===== src/rtl/hazard_pkg.sv =====
// Shared encodings for the pipeline hazard controller.
//   FWD_*        operand-select encodings driven on ForwardAE/ForwardBE
//   RESULT_LOAD  ResultSrcE value that marks a load in Execute
//   mul_state_e  multi-cycle execute FSM states
package hazard_pkg;

    localparam logic [1:0] FWD_RF      = 2'b00;
    localparam logic [1:0] FWD_WB      = 2'b01;
    localparam logic [1:0] FWD_MEM     = 2'b10;

    localparam logic [1:0] RESULT_LOAD = 2'b01;

    typedef enum logic {
        IDLE = 1'b0,
        BUSY = 1'b1
    } mul_state_e;

endpackage


===== src/rtl/hazard_ctrl_unit_forward_sel.sv =====
// Forwarding select for one Execute operand.
//   rs            source register of the operand in Execute
//   rd_m/rd_w     Memory/Writeback destination registers
//   reg_write_*   write enables of those stages
//   fwd_c         combinational select: MEM beats WB, x0 never forwarded
module forward_sel
    import hazard_pkg::*;
#(
    parameter int unsigned REG_AW = 5
) (
    input  logic [REG_AW-1:0] rs,
    input  logic [REG_AW-1:0] rd_m,
    input  logic              reg_write_m,
    input  logic [REG_AW-1:0] rd_w,
    input  logic              reg_write_w,
    output logic [1:0]        fwd_c
);

    // Priority compare; the youngest producer (Memory) wins.
    always_comb begin
        fwd_c = FWD_RF;
        if (rs != '0) begin
            if (reg_write_m && (rd_m == rs)) begin
                fwd_c = FWD_MEM;
            end else if (reg_write_w && (rd_w == rs)) begin
                fwd_c = FWD_WB;
            end
        end
    end

endmodule


===== src/rtl/hazard_ctrl_unit.sv =====
// Pipeline hazard controller for the 5-stage core.
//   Inputs : Decode/Execute/Memory/Writeback register addresses and write
//            enables, ResultSrcE, MultiE (multi-cycle op), PCSrcE (taken
//            branch), clk, rst (async active-low).
//   Outputs: ForwardAE/BE operand selects, StallF/D/E, FlushD/E/M, BusyE
//            (all combinational, forced to 0 while in reset), StallCnt and
//            FlushCnt free-running performance counters.
module hazard_ctrl_unit
    import hazard_pkg::*;
#(
    parameter int unsigned REG_AW  = 5,
    parameter int unsigned MUL_LAT = 3,
    parameter int unsigned CNT_W   = 32
) (
    input  logic              clk,
    input  logic              rst,
    input  logic [REG_AW-1:0] Rs1_D,
    input  logic [REG_AW-1:0] Rs2_D,
    input  logic [REG_AW-1:0] Rs1_E,
    input  logic [REG_AW-1:0] Rs2_E,
    input  logic [REG_AW-1:0] RD_E,
    input  logic [1:0]        ResultSrcE,
    input  logic              MultiE,
    input  logic              PCSrcE,
    input  logic [REG_AW-1:0] RD_M,
    input  logic              RegWriteM,
    input  logic [REG_AW-1:0] RD_W,
    input  logic              RegWriteW,
    output logic [1:0]        ForwardAE,
    output logic [1:0]        ForwardBE,
    output logic              StallF,
    output logic              StallD,
    output logic              StallE,
    output logic              FlushD,
    output logic              FlushE,
    output logic              FlushM,
    output logic              BusyE,
    output logic [CNT_W-1:0]  StallCnt,
    output logic [CNT_W-1:0]  FlushCnt
);

    // Down-counter must hold MUL_LAT-2; keep at least one bit when MUL_LAT==1.
    localparam int unsigned CNT_BITS = (MUL_LAT > 1) ? $clog2(MUL_LAT) : 1;
    localparam bit          MULTI    = (MUL_LAT > 1);

    mul_state_e          state_q, state_d;
    logic [CNT_BITS-1:0] cnt_q, cnt_d;
    logic                mul_stall;
    logic                busy;
    logic                lw_stall;
    logic                stall_fd;
    logic                flush_e;
    logic [1:0]          fwd_a;
    logic [1:0]          fwd_b;

    forward_sel #(.REG_AW(REG_AW)) u_fwd_a (
        .rs          (Rs1_E),
        .rd_m        (RD_M),
        .reg_write_m (RegWriteM),
        .rd_w        (RD_W),
        .reg_write_w (RegWriteW),
        .fwd_c       (fwd_a)
    );

    forward_sel #(.REG_AW(REG_AW)) u_fwd_b (
        .rs          (Rs2_E),
        .rd_m        (RD_M),
        .reg_write_m (RegWriteM),
        .rd_w        (RD_W),
        .reg_write_w (RegWriteW),
        .fwd_c       (fwd_b)
    );

    // Multi-cycle FSM state register.
    always_ff @(posedge clk or negedge rst) begin
        if (!rst) begin
            state_q <= IDLE;
            cnt_q   <= '0;
        end else begin
            state_q <= state_d;
            cnt_q   <= cnt_d;
        end
    end

    // Multi-cycle FSM next state; the op leaves Execute on the cnt==0 BUSY cycle.
    always_comb begin
        state_d   = state_q;
        cnt_d     = cnt_q;
        mul_stall = 1'b0;
        busy      = 1'b0;
        case (state_q)
            IDLE: begin
                if (MultiE && MULTI) begin
                    mul_stall = 1'b1;
                    busy      = 1'b1;
                    state_d   = BUSY;
                    cnt_d     = CNT_BITS'(MUL_LAT - 2);
                end
            end
            BUSY: begin
                busy = 1'b1;
                if (cnt_q != '0) begin
                    mul_stall = 1'b1;
                    cnt_d     = cnt_q - CNT_BITS'(1);
                end else begin
                    state_d = IDLE;
                end
            end
            default: state_d = IDLE;
        endcase
    end

    // Hazard equations: a taken branch overrides stalls, a held multi-cycle op is never flushed.
    always_comb begin
        lw_stall = (ResultSrcE == RESULT_LOAD) && (RD_E != '0) &&
                   ((RD_E == Rs1_D) || (RD_E == Rs2_D));
        stall_fd = (lw_stall || mul_stall) && !PCSrcE;
        flush_e  = (lw_stall || PCSrcE) && !mul_stall;
    end

    // Outputs read 0 for as long as reset is held.
    assign ForwardAE = rst ? fwd_a : FWD_RF;
    assign ForwardBE = rst ? fwd_b : FWD_RF;
    assign StallF    = rst & stall_fd;
    assign StallD    = rst & stall_fd;
    assign StallE    = rst & mul_stall;
    assign FlushM    = rst & mul_stall;
    assign FlushD    = rst & PCSrcE;
    assign FlushE    = rst & flush_e;
    assign BusyE     = rst & busy;

    // Performance counters, wrapping modulo 2^CNT_W.
    always_ff @(posedge clk or negedge rst) begin
        if (!rst) begin
            StallCnt <= '0;
            FlushCnt <= '0;
        end else begin
            if (stall_fd) StallCnt <= StallCnt + CNT_W'(1);
            if (flush_e)  FlushCnt <= FlushCnt + CNT_W'(1);
        end
    end

endmodule


===== config.mk =====
export PLATFORM = sky130hd
export DESIGN_NAME = hazard_ctrl_unit
export DESIGN_NICKNAME = d
export VERILOG_FILES = /design/src/rtl/hazard_pkg.sv /design/src/rtl/hazard_ctrl_unit_forward_sel.sv /design/src/rtl/hazard_ctrl_unit.sv
export SDC_FILE = /design/constraint.sdc
export NUM_CORES = 1
export LEC_CHECK = 0
export ABC_AREA = 0
export CELL_PAD_IN_SITES_DETAIL_PLACEMENT = 0
export CELL_PAD_IN_SITES_GLOBAL_PLACEMENT = 1
export CORE_MARGIN = 5
export CORE_UTILIZATION = 35
export DETAILED_ROUTE_END_ITERATION = 8
export MAX_ROUTING_LAYER = met4
export PLACE_DENSITY_LB_ADDON = 0.1
export SYNTH_ARGS = -nofsm -noshare
export SYNTH_HDL_FRONTEND = slang
export SYNTH_SLANG_ARGS = --single-unit

===== constraint.sdc =====
create_clock -name clk -period 3 [get_ports clk]
set_clock_uncertainty 0.15 [all_clocks]
set_input_delay 0.6 -clock clk [delete_from_list [all_inputs] [get_ports clk]]
set_output_delay 0.6 -clock clk [all_outputs]
set_load 0.005 [all_outputs]

Word-level counts from Yosys, hierarchy flattened
Index checks and enable logic that the tools add are counted.
{"block": "word_totals", "regBits": 67, "input_bits": 43, "out_inout_bits": 75}
{"block": "classes", "add_sub_neg": 3, "eq_ne": 9, "muxes": 15, "bitwise_logic": 6, "n_reduce_logical": 18}
{"operator": "$add 32x1->32 const B", "count": 2}
{"operator": "$eq 5x5->1", "count": 6}
{"operator": "$mux 2", "count": 8}
{"operator": "$reduce_bool 5->1", "count": 3}
{"operator": "$logic_and 1x1->1", "count": 8}
{"operator": "$and 1x1->1", "count": 5}
{"operator": "$mux 1", "count": 4}
{"operator": "$pmux 1 s2", "count": 2}
{"operator": "$pmux 2 s2", "count": 1}
{"operator": "$logic_or 1x1->1", "count": 3}
{"operator": "$eq 2x1->1 const B", "count": 1}
{"operator": "$logic_not 1->1", "count": 2}
{"operator": "$ne 2x1->1 const B", "count": 1}
{"operator": "$ne 2x2->1 const B", "count": 1}
{"operator": "$reduce_and 2->1", "count": 1}
{"operator": "$reduce_bool 2->1", "count": 1}
{"operator": "$sub 2x1->2 const B", "count": 1}
{"operator": "$not 1->1", "count": 1}

Depth between registers and ports, before layout
{"block": "logic_depth", "word_depth": 6, "depth_mapped": 9, "mapped_depth_nobuf": 8}

Cells and area by module
Synthesis repeated with hierarchy kept, for this count alone.
{"block": "hier_totals", "hier_cells": 365, "area_unflattened_um2": 3737.3}
{"mod": "hazard_ctrl_unit", "instances": 1, "cells_per_inst": 329, "area_per_inst_um2": 3472.1, "seq_area_each_um2": 1676.6}
{"mod": "forward_sel", "instances": 2, "cells_per_inst": 18, "area_per_inst_um2": 132.6, "seq_area_each_um2": 0.0}

Worst setup path after synthesis
No wires, ideal clock.
{"block": "synth_timing", "kind": "input-to-output", "from": "input port RD_E[1]", "to": "output port StallF", "t_arrival_ns": 1.949, "required_time_ns": 2.250, "slack_ns": 0.301, "path_stages": 7, "n_path_buf": 2, "path_cell_list": "or4_1 o21ai_2 nor2_1 a21oi_4 buf_4 nor2_1 buf_4"}
{"block": "synth_via", "elab_chain_cells": 6, "elab_cells_between_ends": 9, "classes_between": "eq/ne: 2; bitwise: 1; reduce/logical: 6"}
{"item": "from (decl)", "line": "hazard_ctrl_unit.sv:21", "text": "input logic [REG_AW-1:0] RD_E,"}
{"item": "$eq 5x5->1 or $reduce_bool 5->1 (tied branches)", "line": "hazard_ctrl_unit.sv:116, hazard_ctrl_unit.sv:115"}
{"item": "$logic_or 1x1->1 or $logic_and 1x1->1 (tied branches)", "line": "hazard_ctrl_unit.sv:116, hazard_ctrl_unit.sv:115"}
{"item": "$logic_and 1x1->1 *", "line": "hazard_ctrl_unit.sv:115", "text": "lw_stall = (ResultSrcE == RESULT_LOAD) && (RD_E != '0) &&"}
{"item": "$logic_or 1x1->1 *", "line": "hazard_ctrl_unit.sv:117", "text": "stall_fd = (lw_stall || mul_stall) && !PCSrcE;"}
{"item": "$logic_and 1x1->1 *", "line": "hazard_ctrl_unit.sv:117"}
{"item": "$and 1x1->1 *"}
{"item": "to (decl)", "line": "hazard_ctrl_unit.sv:31", "text": "output logic StallF,"}
Mark *: on every way between the ends. The rest lies on a longest branch, timed or not.

Final worst setup path
{"block": "layout_timing", "from": "input port RD_M[1]", "to": "output port ForwardAE[1]"}
{"block": "layout_via", "elab_chain_cells": 5}
{"item": "from (decl)", "line": "hazard_ctrl_unit.sv:25", "text": "input logic [REG_AW-1:0] RD_M,"}
{"item": "$eq 5x5->1", "line": "hazard_ctrl_unit_forward_sel.sv:23", "text": "if (reg_write_m && (rd_m == rs)) begin"}
{"item": "$logic_and 1x1->1", "line": "hazard_ctrl_unit_forward_sel.sv:23"}
{"item": "$mux 2", "line": "hazard_ctrl_unit_forward_sel.sv:23"}
{"item": "$mux 2", "line": "hazard_ctrl_unit_forward_sel.sv:22", "text": "if (rs != '0) begin"}
{"item": "$mux 2", "line": "hazard_ctrl_unit.sv:122", "text": "assign ForwardAE = rst ? fwd_a : FWD_RF;"}
{"item": "to (decl)", "line": "hazard_ctrl_unit.sv:29", "text": "output logic [1:0] ForwardAE,"}
Every way passes these cells.

==> flow_metrics.env <==
export IMPL_clock_fmax_ghz=0.342
export IMPL_drcViolationCount=0
export IMPL_whs_ns=0.247
export IMPL_vias=3020
export IMPL_synth_nets=402
export IMPL_synth_edf_count=0
export IMPL_tightest_slew_ns=0.511
export IMPL_synth_area_leaders="dfrtp_1 46%, xnor2_1 11%, xor2_1 11%"
export IMPL_drt_wl_total_mm=9.44
export IMPL_antenna_found_initial=0
export IMPL_drive_gt1_frac=0.157
export IMPL_yosysMostFrequentCell="dfrtp_1"
export IMPL_setup_violations=0
export IMPL_p_comb_frac=0.300
export IMPL_synthAdderAreaFrac=0.0103
export IMPL_path_cells="clkdlybuf4s50_1 > xor2_1 > nor4_2 > and3_1 > nor3b_1 > dlygate4sd2_1"
export IMPL_fin_util=0.531
export IMPL_seq_power_share=0.420
export IMPL_clockRootBuffer="clkbuf_8"
export IMPL_clk_latency_ns=0.35
export IMPL_ys_ff_latch=67
export IMPL_synthTopCellsByCount="67 x dfrtp_1, 46 x xnor2_1, 46 x xor2_1"
export IMPL_wl_per_cell_um=14.6
export IMPL_grt_ovfl_total=0
export IMPL_grt_pass1_vias=3131
export IMPL_setup_ws_ns=0.0791
export IMPL_fp_dieH_um=112
export IMPL_final_cell_area_mm2=0.00543
export IMPL_synthCells=356
export IMPL_peakVddDrop_v=0.000315
export IMPL_yosysTopAreaCellShare=0.461
export IMPL_cts_hold_buf=0
export IMPL_diodes=0
export IMPL_ys_warn_count=0
export IMPL_drv_cap=0
export IMPL_syn_cell_area_mm2=0.00364
export IMPL_critPathCaptureType="primary output"
export IMPL_crit_type="input pin to primary output"
export IMPL_die_x_um=112
export IMPL_synth_simple_area_share=0.241
export IMPL_fin_crit_sh=0.974
export IMPL_ys_types=37
export IMPL_arrival_ns=2.17
export IMPL_rows=37
export IMPL_cts_tree="built"
export IMPL_synth_area_per_cell_um2=10.2
export IMPL_yosys_area_top_type="dfrtp_1"
export IMPL_clkSlewWorstSetupHoldPaths_ns=0.09
export IMPL_grt_pass1_wl_mm=15.6
export IMPL_cp_slowest_cell="clkdlybuf4s50_1"
export IMPL_viasPerCell=4.67
export IMPL_crit_required_ns=2.25
export IMPL_p_int_mw=1.95
export IMPL_rsz0062_at_grt="no"
export IMPL_synth_xor_area_frac=0.222
export IMPL_min_path_type="input pin to asynchronous set/reset pin"
export IMPL_htreeDepth=3
export IMPL_critPathLaunchType="input pin"
export IMPL_slowest_delay_ns=0.45
export IMPL_grtUsageTotal=0.157
export IMPL_hpwl_mm=6.96
export IMPL_status="finished clean"
export IMPL_p_per_area_mw_per_mm2=524
export IMPL_cts_buffer_depth=2
export IMPL_fin_crit_ns=2.92
export IMPL_cts_sinks=67
export IMPL_synthFlopType="dfrtp_1"
export IMPL_swShare=0.316
export IMPL_firstDrtPassIters=4
export IMPL_maxSlewViolCount=0
export IMPL_placed_area_mm2=0.00513
export IMPL_p_clk_frac=0.280
export IMPL_p_switching_uw=900
export IMPL_start_util=0.356
export IMPL_hold_viol_final=0
export IMPL_io_pins=118
export IMPL_place_ws_ns=-0.294
export IMPL_relSlewSlack=0.658
export IMPL_p_leak_nw=2.38
export IMPL_power_total_mw=2.85
export IMPL_muxShareOfSynthArea=0.00310
export IMPL_core_area_mm2=0.0102
export IMPL_cts_buffers=9
export IMPL_final_nets=552
export IMPL_synthToLayoutAreaGrowth_pct=49.3
export IMPL_first_iter_violations=54
export IMPL_synth_compound_area_frac=0.0292
export IMPL_io_buffers=117
export IMPL_grt_start_max_net_pins=35
export IMPL_synth_top_family_by_area="simple AND/OR/NAND/NOR gates"
export IMPL_async_flop_share=1.00
export IMPL_drtAntennaViolNets=0
export IMPL_crit_fanout=2
export IMPL_yosysSeqAreaShare=0.461
export IMPL_dieArea_mm2=0.0125
export IMPL_place_congestion=0.766
==> path summary, 6_finish.rpt <==
check	start	to	slack [ns]	depth (start not counted)
setup / recovery	RD_M[1]	ForwardAE[1]	0.08	6
hold / removal	rst	StallCnt[29]	0.25	2
setup reg to reg	cnt_q[0]	FlushCnt[27]	0.72	11
hold reg to reg	StallCnt[31]	StallCnt[31]	0.32	1
max in group asynchronous	rst	FlushCnt[16]	2.13	2
min in group clk	StallCnt[31]	StallCnt[31]	0.32	1
==> registers in the layout, summed over array words and instances (netlist names) <==
register	flops
FlushCnt	32
state_q	1
cnt_q	2
StallCnt	32
==> final cells by class <==
cell class,instances,area (um2)
fillers,947,4800
clock buffers,10,138
multi-input cells,263,1890
inverters,19,71.3
well taps,136,170
repair buffers,146,1410
clock inverters,6,71.3
flip-flops and latches,67,1680
==> logic make-up after synthesis <==
family | count (synthesis)
AOI/OAI and AO/OA | 10
adders and majority gates | 3
muxes | 1
and+or+nand+nor | 157
DFF | 67
xor gates and xnor gates | 92
buffers and inverters | 26
==> power groups by stage <==
stage	clock, mW	sequential (mW)	combinational, mW
after detailed placement	0	1.21	0.860
final	0.799	1.20	0.854
after floorplan	0	1.19	0.372
after global placement	0	1.21	0.854
after CTS	0.832	1.20	0.874
after global routing	0.861	1.22	0.942
==> metrics by stage <==
step	setup TNS, ns	cells
3_5_place_dp	-1.73	626
5_1_grt	0	647
6_report	0	647
2_1_floorplan	0	356
4_1_cts	-0.258	646
3_3_place_gp	-1.52	626
==> placed cells by master, fill, tap and decap left out, drive strengths merged, types with 4 or more instances in the layout <==
cell type,count
nor3b,5
xnor2,46
and3,6
buf,31
nand3,27
a21oi,4
nand4,10
xor2,46
clkdlybuf4s50,103
inv,22
dlymetal6s2s,6
nor2,27
nand2,28
nor3,26
dfrtp,67
nor4,14
clkbuf,12
==> critical path, delay by kind of cell <==
| family | cells | cell delay, ns |
|---|---|---|
| xor gates and xnor gates | 1 | 0.19 |
| buffers and inverters | 2 | 0.71 |
| and+or+nand+nor | 3 | 0.67 |
==> per-layer routing <==
| metal | part of all wire | GRT usage | vias up |
|---|---|---|---|
| li1 | - | - | 1500 |
| met1 | 0.47 | 0.199 | 1418 |
| met2 | 0.47 | 0.245 | 85 |
| met3 | 0.046 | 0.0359 | 17 |
| met4 | 0.019 | 0.0593 | 0 |
| met5 | 0 | - | - |
==> what timing repair did <==
action / CTS / global route
pin swaps: 8 / 7
setup buffers: 4 / 1
gates resized for setup: 21 / 13
setup endpoints to repair: 7 / 6
Note: power is estimated with default switching activity, not from simulation.
